<file path="config.mk">
export PLATFORM = sky130hd
export DESIGN_NAME = id_ex_skid
export DESIGN_NICKNAME = d
export VERILOG_FILES = /design/src/rtl/id_ex_skid_pkg.sv /design/src/rtl/pipe_skid_buf.sv /design/src/rtl/id_ex_skid.sv
export SDC_FILE = /design/constraint.sdc
export NUM_CORES = 1
export LEC_CHECK = 0
export CAP_MARGIN = 10
export CORE_MARGIN = 1.5
export CORE_UTILIZATION = 51
export CTS_CLUSTER_DIAMETER = 50
export DETAILED_ROUTE_END_ITERATION = 10
export PLACE_DENSITY = 0.77
export SLEW_MARGIN = 5
export SYNTH_ARGS = -nofsm -noshare
export SYNTH_HDL_FRONTEND = slang
export SYNTH_SLANG_ARGS = --single-unit
</file>
<file path="constraint.sdc">
create_clock -name clk -period 2.3 [get_ports clk]
set_input_delay 0.23 -clock clk [delete_from_list [all_inputs] [get_ports clk]]
set_output_delay 0.23 -clock clk [all_outputs]
set_load 0.005 [all_outputs]
</file>
<file path="src/rtl/id_ex_skid_pkg.sv">
// Shared constants and state encoding for the ID/EX stage register.
// NOP/bubble values are what execute sees whenever the stage holds no beat.
package id_ex_skid_pkg;

  localparam logic [7:0]  AluNop     = 8'h00;
  localparam logic [4:0]  NopRegAddr = 5'h00;
  localparam logic [31:0] Zero       = 32'h0000_0000;
  localparam logic        Enabled    = 1'b1;
  localparam logic        Disabled   = 1'b0;

  // Encoded as {main_v, skid_v} so the valid bits read straight off the state.
  typedef enum logic [1:0] {
    SkEmpty = 2'b00,
    SkOne   = 2'b10,
    SkTwo   = 2'b11
  } skid_state_t;

endpackage

</file>
<file path="src/rtl/pipe_skid_buf.sv">
// Generic two-entry valid/ready skid buffer with synchronous flush; 1-cycle latency.
// in_ready comes only from state registers, never combinationally from out_ready.
module pipe_skid_buf
  import id_ex_skid_pkg::*;
#(
  parameter int W = 8
) (
  input  logic         clk,
  input  logic         rst,
  input  logic         flush,
  input  logic         in_valid,
  output logic         in_ready,
  input  logic [W-1:0] in_data,
  output logic         out_valid,
  input  logic         out_ready,
  output logic [W-1:0] out_data
);

  skid_state_t  state;
  logic [W-1:0] main_q;
  logic [W-1:0] skid_q;
  logic         accept;
  logic         retire;

  assign accept   = in_valid & in_ready & ~flush;
  assign retire   = out_valid & out_ready;
  assign out_data = main_q;

  always_ff @(posedge clk) begin
    if (rst) begin
      state     <= SkEmpty;
      out_valid <= 1'b0;
      in_ready  <= 1'b1;
      main_q    <= '0;
      skid_q    <= '0;
    end else if (flush) begin
      // Held payload is left in place; the bubble mux downstream hides it.
      state     <= SkEmpty;
      out_valid <= 1'b0;
      in_ready  <= 1'b1;
    end else begin
      case (state)
        SkEmpty: begin
          if (accept) begin
            main_q    <= in_data;
            state     <= SkOne;
            out_valid <= 1'b1;
          end
        end
        SkOne: begin
          if (accept && !retire) begin
            skid_q   <= in_data;
            state    <= SkTwo;
            in_ready <= 1'b0;
          end else if (accept && retire) begin
            main_q <= in_data;
          end else if (retire) begin
            state     <= SkEmpty;
            out_valid <= 1'b0;
          end
        end
        SkTwo: begin
          if (retire) begin
            main_q   <= skid_q;
            state    <= SkOne;
            in_ready <= 1'b1;
          end
        end
        default: begin
          state     <= SkEmpty;
          out_valid <= 1'b0;
          in_ready  <= 1'b1;
        end
      endcase
    end
  end

endmodule

</file>
<file path="src/rtl/id_ex_skid.sv">
// ID/EX pipeline register with skid buffer, flush, x0 write masking and a stall counter.
// One cycle latency, one beat per cycle; in_ready drops only when the skid entry is occupied.
module id_ex_skid
  import id_ex_skid_pkg::*;
#(
  parameter int DATA_W   = 32,
  parameter int ADDR_W   = 5,
  parameter int ALUSEL_W = 8,
  parameter int CNT_W    = 16,
  parameter int MASK_X0  = 1
) (
  input  logic                clk,
  input  logic                rst,
  input  logic                flush,
  input  logic                in_valid,
  output logic                in_ready,
  input  logic [ALUSEL_W-1:0] alusel,
  input  logic [DATA_W-1:0]   s1data,
  input  logic [DATA_W-1:0]   s2data,
  input  logic [ADDR_W-1:0]   rd,
  input  logic                regwe,
  input  logic [ADDR_W-1:0]   reg1addr,
  input  logic                reg1en,
  input  logic [ADDR_W-1:0]   reg2addr,
  input  logic                reg2en,
  output logic                out_valid,
  input  logic                out_ready,
  output logic [ALUSEL_W-1:0] alusel_o,
  output logic [DATA_W-1:0]   s1data_o,
  output logic [DATA_W-1:0]   s2data_o,
  output logic [ADDR_W-1:0]   rd_o,
  output logic                regwe_o,
  output logic [ADDR_W-1:0]   reg1addr_o,
  output logic                reg1en_o,
  output logic [ADDR_W-1:0]   reg2addr_o,
  output logic                reg2en_o,
  output logic [CNT_W-1:0]    stall_cnt
);

  typedef struct packed {
    logic [ALUSEL_W-1:0] alusel;
    logic [DATA_W-1:0]   s1data;
    logic [DATA_W-1:0]   s2data;
    logic [ADDR_W-1:0]   rd;
    logic                regwe;
    logic [ADDR_W-1:0]   reg1addr;
    logic                reg1en;
    logic [ADDR_W-1:0]   reg2addr;
    logic                reg2en;
  } payload_t;

  localparam int              W      = ALUSEL_W + 2 * DATA_W + 3 * ADDR_W + 3;
  localparam logic [CNT_W-1:0] CntMax = '1;

  payload_t in_pl;
  payload_t out_pl;
  logic     rd_is_x0;

  assign rd_is_x0 = (MASK_X0 != 0) && (rd == '0);

  always_comb begin
    in_pl          = '0;
    in_pl.alusel   = alusel;
    in_pl.s1data   = s1data;
    in_pl.s2data   = s2data;
    in_pl.rd       = rd;
    in_pl.regwe    = regwe & ~rd_is_x0;
    in_pl.reg1addr = reg1addr;
    in_pl.reg1en   = reg1en;
    in_pl.reg2addr = reg2addr;
    in_pl.reg2en   = reg2en;
  end

  pipe_skid_buf #(.W(W)) u_buf (
    .clk       (clk),
    .rst       (rst),
    .flush     (flush),
    .in_valid  (in_valid),
    .in_ready  (in_ready),
    .in_data   (in_pl),
    .out_valid (out_valid),
    .out_ready (out_ready),
    .out_data  (out_pl)
  );

  // An empty slot must look like a NOP so execute-stage forwarding never matches.
  always_comb begin
    alusel_o   = ALUSEL_W'(AluNop);
    s1data_o   = DATA_W'(Zero);
    s2data_o   = DATA_W'(Zero);
    rd_o       = ADDR_W'(NopRegAddr);
    regwe_o    = Disabled;
    reg1addr_o = ADDR_W'(NopRegAddr);
    reg1en_o   = Disabled;
    reg2addr_o = ADDR_W'(NopRegAddr);
    reg2en_o   = Disabled;
    if (out_valid) begin
      alusel_o   = out_pl.alusel;
      s1data_o   = out_pl.s1data;
      s2data_o   = out_pl.s2data;
      rd_o       = out_pl.rd;
      regwe_o    = out_pl.regwe;
      reg1addr_o = out_pl.reg1addr;
      reg1en_o   = out_pl.reg1en;
      reg2addr_o = out_pl.reg2addr;
      reg2en_o   = out_pl.reg2en;
    end
  end

  always_ff @(posedge clk) begin
    if (rst) begin
      stall_cnt <= '0;
    end else if (out_valid && !out_ready && (stall_cnt != CntMax)) begin
      stall_cnt <= stall_cnt + CNT_W'(1);
    end
  end

endmodule

</file>
Word-level counts from Yosys, hierarchy flattened
Index checks and enable logic that the tools add are counted.

$add $sub $neg: 1. Equality and inequality tests: 12. Multiplexer cells: 28. Bitwise operators: 8. Reductions and logical operators: 15.

Operator list (number): $mux W90 (4); $pmux W90 S3 (1); $mux W32 (2); $add A16 B1 Y16 const B (1); $ne A16 B16 Y1 const B (1); $mux W5 (3); $mux W2 (5); $ne A2 B1 Y1 const B (5); $mux W1 (9); $mux W8 (1); $pmux W1 S3 (2); $pmux W2 S3 (1); $reduce_and A3 Y1 (2); $reduce_and A6 Y1 (1); $logic_not A5 Y1 (1); $reduce_and A5 Y1 (1); $and A1 B1 Y1 (4); $eq A2 B2 Y1 const B (2); $logic_and A1 B1 Y1 (4); $ne A2 B2 Y1 const B (2); $not A1 Y1 (4); $reduce_and A4 Y1 (1); $ne A3 B1 Y1 const B (1); $ne A3 B2 Y1 const B (1); 4 further kinds (5).

Bits in registers: 200. Output and inout bits: 108. Word-level logic and storage cells: 70.

Depth between registers and ports, before layout
Depth after elaboration: 6. Depth in mapped cells: 8. Mapped depth without buffers: 6.

Hierarchy
A second synthesis with hierarchy kept.

Cells, all modules: 1039. Area, all modules: 8947.3 um^2.

Modules (own cells, without submodules): pipe_skid_buf (times used 1, cells an instance 839, area an instance 7425.9 um^2, sequential area each 3683.5 um^2); id_ex_skid (times used 1, cells an instance 200, area an instance 1521.5 um^2, sequential area each 320.3 um^2).

Worst setup path before layout
OpenSTA, ideal clock, no wires.

Path kind: reg-to-reg. Start point: register stall_cnt[0]. End point: register stall_cnt[1]. Setup time: 0.128 ns. Arrival time: 1.659 ns. Required time: 2.172 ns. Slack: 0.513 ns. Stages on the path, launching flop included: 6. Path buffers: 0. Period minus slack after synthesis: 1.787 ns. Path through: dfxtp_1 -> ha_1 -> nand4_2 -> o41ai_4 -> mux2i_1 -> nor2_1.

Word-level cells in the longest chain between the ends: 2. Elaborated cells between the ends (all ways): 3. Classes of those cells: add/sub: 1; eq/ne: 1; reduce/logical: 1.

RTL lines: from (decl) (RTL line id_ex_skid.sv:37) `output logic [CNT_W-1:0] stall_cnt`; from (signal assigned) (RTL line id_ex_skid.sv:114) `stall_cnt <= stall_cnt + CNT_W'(1);`; branches (longest 2 deep; another with $add A16 B1 Y16).

Several ways; the timed one is not identified. A chain may end at the register's enable or synchronous reset.

Final worst setup path
Start point: register u_buf.state[1]. End point: register u_buf.state[1].

Word-level cells in the longest chain between the ends: 3. Elaborated cells between the ends (all ways): 9. Classes of those cells: eq/ne: 6; mux: 1; reduce/logical: 2.

RTL lines: from (decl) (RTL line pipe_skid_buf.sv:19) `skid_state_t state;`; from (signal assigned) (RTL line pipe_skid_buf.sv:31) `state <= SkEmpty;`; from (signal assigned) (RTL line pipe_skid_buf.sv:38) `state <= SkEmpty;`; from (signal assigned) (RTL line pipe_skid_buf.sv:46) `state <= SkOne;`; $eq A2 B2 Y1 / $logic_not A2 Y1 (equally long branches) (RTL line pipe_skid_buf.sv:42) `case (state)`; $ne A3 B1 Y1 (no line), or another cell as far along; $reduce_and A4 Y1 (no line).

Several ways; a longest one is shown, not always the timed one.

==> flow_summary.yaml <==
die:
  initial_util_pct: 51.85
  fp_rows: 48
  fp.coreArea_um2: 17180
  floorplan.die_area_um2: 18260
  die_width_um: 135.1
  die_outline_height_um: 135.1
  boundaryPins: 203
placement:
  buffer_ports.inserted: 202
  gp_routability_congestion: 0.8759
  dp_wirelength_um: 14440
  placed_cells: 1405
  dpl_cell_area_um2: 11240
critical_path:
  worst_setup_path_start_kind: "register"
  crit_required_ns: 2.67
  timing.critical_path.fanout_max: 7
  worst_setup_path_end_kind: "register"
  critPathArrivalTime_ns: 2.50
  timing.setup.critical_path_class: "register to register"
finish:
  antenna-diode-count: 0
  fillers: 1439
  area.growth.synth_to_final_pct: 33.24
  nets: 1300
  drive_gt1_share_pct: 6.023
  instances_no_fill: 1437
  non_filler_cell_area_final_um2: 11870
sta:
  setup_repair_after_global_routing_missed_its_margin: "false"
  fin_tns_setup_ns: 0
  finalCritPeriodShare_pct: 92.54
  timing.final.setup_violations: 0
  fmax_mhz: 469.8
  skew_ns: 0.008430
  final_max_slew_viol_count: 0
  relSlewSlack_pct: 57.07
  hold_violations: 0
  worst_slew_pin_slew_ns: 0.6418
  period_needed_ns: 2.128
  worst_hold_slack_ns: 0.2206
logic_synthesis:
  post-synth-top-area-fraction_pct: 44.96
  post_synth_most_frequent_cells: "sky130_fd_sc_hd__dfxtp_1 (200), sky130_fd_sc_hd__nand2_1 (189), sky130_fd_sc_hd__a21oi_1 (188)"
  synth.area.mux_share_pct: 10.59
  post_synth_xor_area_fraction_pct: 0.09834
  synth_top_family_by_area: "compound AO/OA/AOI/OAI gates"
  yosys_most_used_dff: "sky130_fd_sc_hd__dfxtp_1"
  synth_compound_gate_area_share_pct: 20.72
  synth-simple-area-share_pct: 18.17
  synth_seq_area_share_pct: 44.96
  yosysTopAreaCell: "sky130_fd_sc_hd__dfxtp_1"
  number_of_synthesized_flops_with_an_enable_pin: 0
  post_synth_instance_area_um2: 8906
  syn-instance-count: 1043
  count_of_warnings_emitted_by_yosys: 0
  synth-async-reset-ratio_pct: 0
  synth_cell_types: 46
  synth.ff_latch_count: 200
  mappedNetlistNets: 1144
  most_numerous_cell_in_the_yosys_netlist: "sky130_fd_sc_hd__dfxtp_1"
  synth-adder-area-share_pct: 0.8429
  synth_top_cells_by_area: "sky130_fd_sc_hd__dfxtp_1 (45%), sky130_fd_sc_hd__a21oi_1 (11%), sky130_fd_sc_hd__mux2i_1 (10%), sky130_fd_sc_hd__nand2_1 (8.0%), sky130_fd_sc_hd__a211oi_1 (7.6%)"
  syn_avg_cell_area_um2: 8.539
route:
  drt-pass1-iter-count: 7
  drt_first_iter_violations: 659
  post_route_drc_violation_count: 0
  ant_nets: 0
  route.vias.total: 8043
  wl_um: 23200
  wire_per_inst_um: 16.14
  vias_per_cell: 5.597
clock_tree:
  post_cts_resized: 0
  worst_skew_pair.late_latency_ns: 0.43
  clk_path_buf_depth: 2
  postCtsHoldBufs: 0
  cts.reportedPaths.clkPinSlew_ns: 0.07
  cts_htree_levels: 4
  cts_tree: "done"
  cts-buffers-inserted: 17
  postCtsSetupBuffers: 0
  cts.sinks: 200
  clk_root_buffer_cell: "sky130_fd_sc_hd__clkbuf_16"
grt:
  grt.overflow.total: 0
  antenna_found_initial: 0
  overall_global_routing_resource_usage_pct: 25.38
  grt_pass1_wl_um: 37580
  grt_max_degree: 85
  via_count_of_the_first_global_routing_pass: 7548
min_path:
  min-delay-path-class: "input pin to register"
status:
  status: "complete, no violations"
pwr:
  irDropWorstVdd_mv: 0.5334
  cellLeakagePower_nw: 3.861
  p_per_area_nw_per_um2: 645.5
flow_run:
  max_cap_viol_count: 0
-- through the flow --
| step | power [mW] | util (%) | setup WS [ns] |
|---|---|---|---|
| after floorplan | 4.174 | - | 0.5135 |
| after global placement | 4.553 | 65.43 | 0.1756 |
| after detailed placement | 4.573 | 65.43 | 0.1240 |
| after CTS | 7.704 | 69.09 | 0.1918 |
| after global routing | 7.937 | 69.09 | 0.08044 |
| final | 7.659 | 69.09 | 0.1716 |
-- final timing paths --
path                                                     from                             to  slack, ns  cells past startpoint
worst min register to register  u_buf.skid_q[85]$_SDFFE_PP0P_  u_buf.skid_q[85]$_SDFFE_PP0P_       0.45                      2
worst max register to register    u_buf.state[1]$_SDFFE_PP0P_    u_buf.state[1]$_SDFFE_PP0P_       0.17                      5
worst max-delay path              u_buf.state[1]$_SDFFE_PP0P_    u_buf.state[1]$_SDFFE_PP0P_       0.17                      5
worst min-delay path                                      rst  u_buf.skid_q[27]$_SDFFE_PP0P_       0.22                      2
-- placed cells by master (no fill, tap or decap), types with 2 or more instances in the layout --
cell and n:
sky130_fd_sc_hd__nand4_1 6, sky130_fd_sc_hd__bufinv_16 3, sky130_fd_sc_hd__clkdlybuf4s50_1 201, sky130_fd_sc_hd__or3_1 4, sky130_fd_sc_hd__clkinv_4 3, sky130_fd_sc_hd__a21oi_1 188, sky130_fd_sc_hd__ha_1 5, sky130_fd_sc_hd__or4_1 4
sky130_fd_sc_hd__and2_1 91, sky130_fd_sc_hd__nor4_1 4, sky130_fd_sc_hd__o21ai_0 9, sky130_fd_sc_hd__mux2i_1 92, sky130_fd_sc_hd__inv_8 3, sky130_fd_sc_hd__clkbuf_16 17, sky130_fd_sc_hd__o211ai_1 2, sky130_fd_sc_hd__dfxtp_1 199
sky130_fd_sc_hd__a211oi_1 90, sky130_fd_sc_hd__and2_4 2, sky130_fd_sc_hd__nor2_1 8, sky130_fd_sc_hd__buf_4 13, sky130_fd_sc_hd__buf_12 14, sky130_fd_sc_hd__o31ai_1 3, sky130_fd_sc_hd__clkinvlp_4 4, sky130_fd_sc_hd__mux2_2 2
sky130_fd_sc_hd__nor3_1 8, sky130_fd_sc_hd__o41ai_1 2, sky130_fd_sc_hd__nand3_1 7, sky130_fd_sc_hd__nor2b_1 2, sky130_fd_sc_hd__o22ai_1 2, sky130_fd_sc_hd__nand2_1 188, sky130_fd_sc_hd__inv_1 6, sky130_fd_sc_hd__and3_1 4
-- worst max-delay path: stages (launching register included) --
cell and delay (ns):
sky130_fd_sc_hd__dfxtp_1 0.42, sky130_fd_sc_hd__ha_1 0.37, sky130_fd_sc_hd__a21boi_0 0.50, sky130_fd_sc_hd__nand2_4 0.10, sky130_fd_sc_hd__a2111oi_0 0.47, sky130_fd_sc_hd__a31o_2 0.22
-- state kept, by name (all words and copies together) (netlist names) --
register / cells
stall_cnt: 16
u_buf.out_data: 90
u_buf.skid_q: 90
u_buf.out_valid: 1
u_buf.state: 2
u_buf.in_ready: 1
-- cell families after synthesis --
family,count (synthesis)
simple gates,337
compound gates,307
flops,200
mux,94
fa+ha+maj,6
xor+xnor,1
buf+inv,98
-- routing by layer --
layer / part of all wire, % / track usage [%]
met2: 48 / 42.04
met3: 4.8 / 3.928
met4: 2.1 / 8.841
met1: 45 / 33.73
met5: 0 / 0
-- final cells by class --
type / count / area, µm² / area share (%)
sequential: 200 / 4005 / 33.75
timing repair buffer: 229 / 2401 / 20.23
tap: 225 / 281.5 / 2.372
multi-input combinational: 745 / 4528 / 38.16
inverter: 6 / 22.52 / 0.1898
clock inverter: 14 / 188.9 / 1.592
clock buffer: 18 / 439.2 / 3.701
-- where the power goes --
| group | switching (mW) | internal (mW) | total (mW) |
|---|---|---|---|
| combinational | 0.425 | 0.396 | 0.821 |
| sequential | 0.0700 | 3.60 | 3.67 |
| clock | 1.39 | 1.77 | 3.16 |
Note: power is estimated with default switching activity, not from simulation.
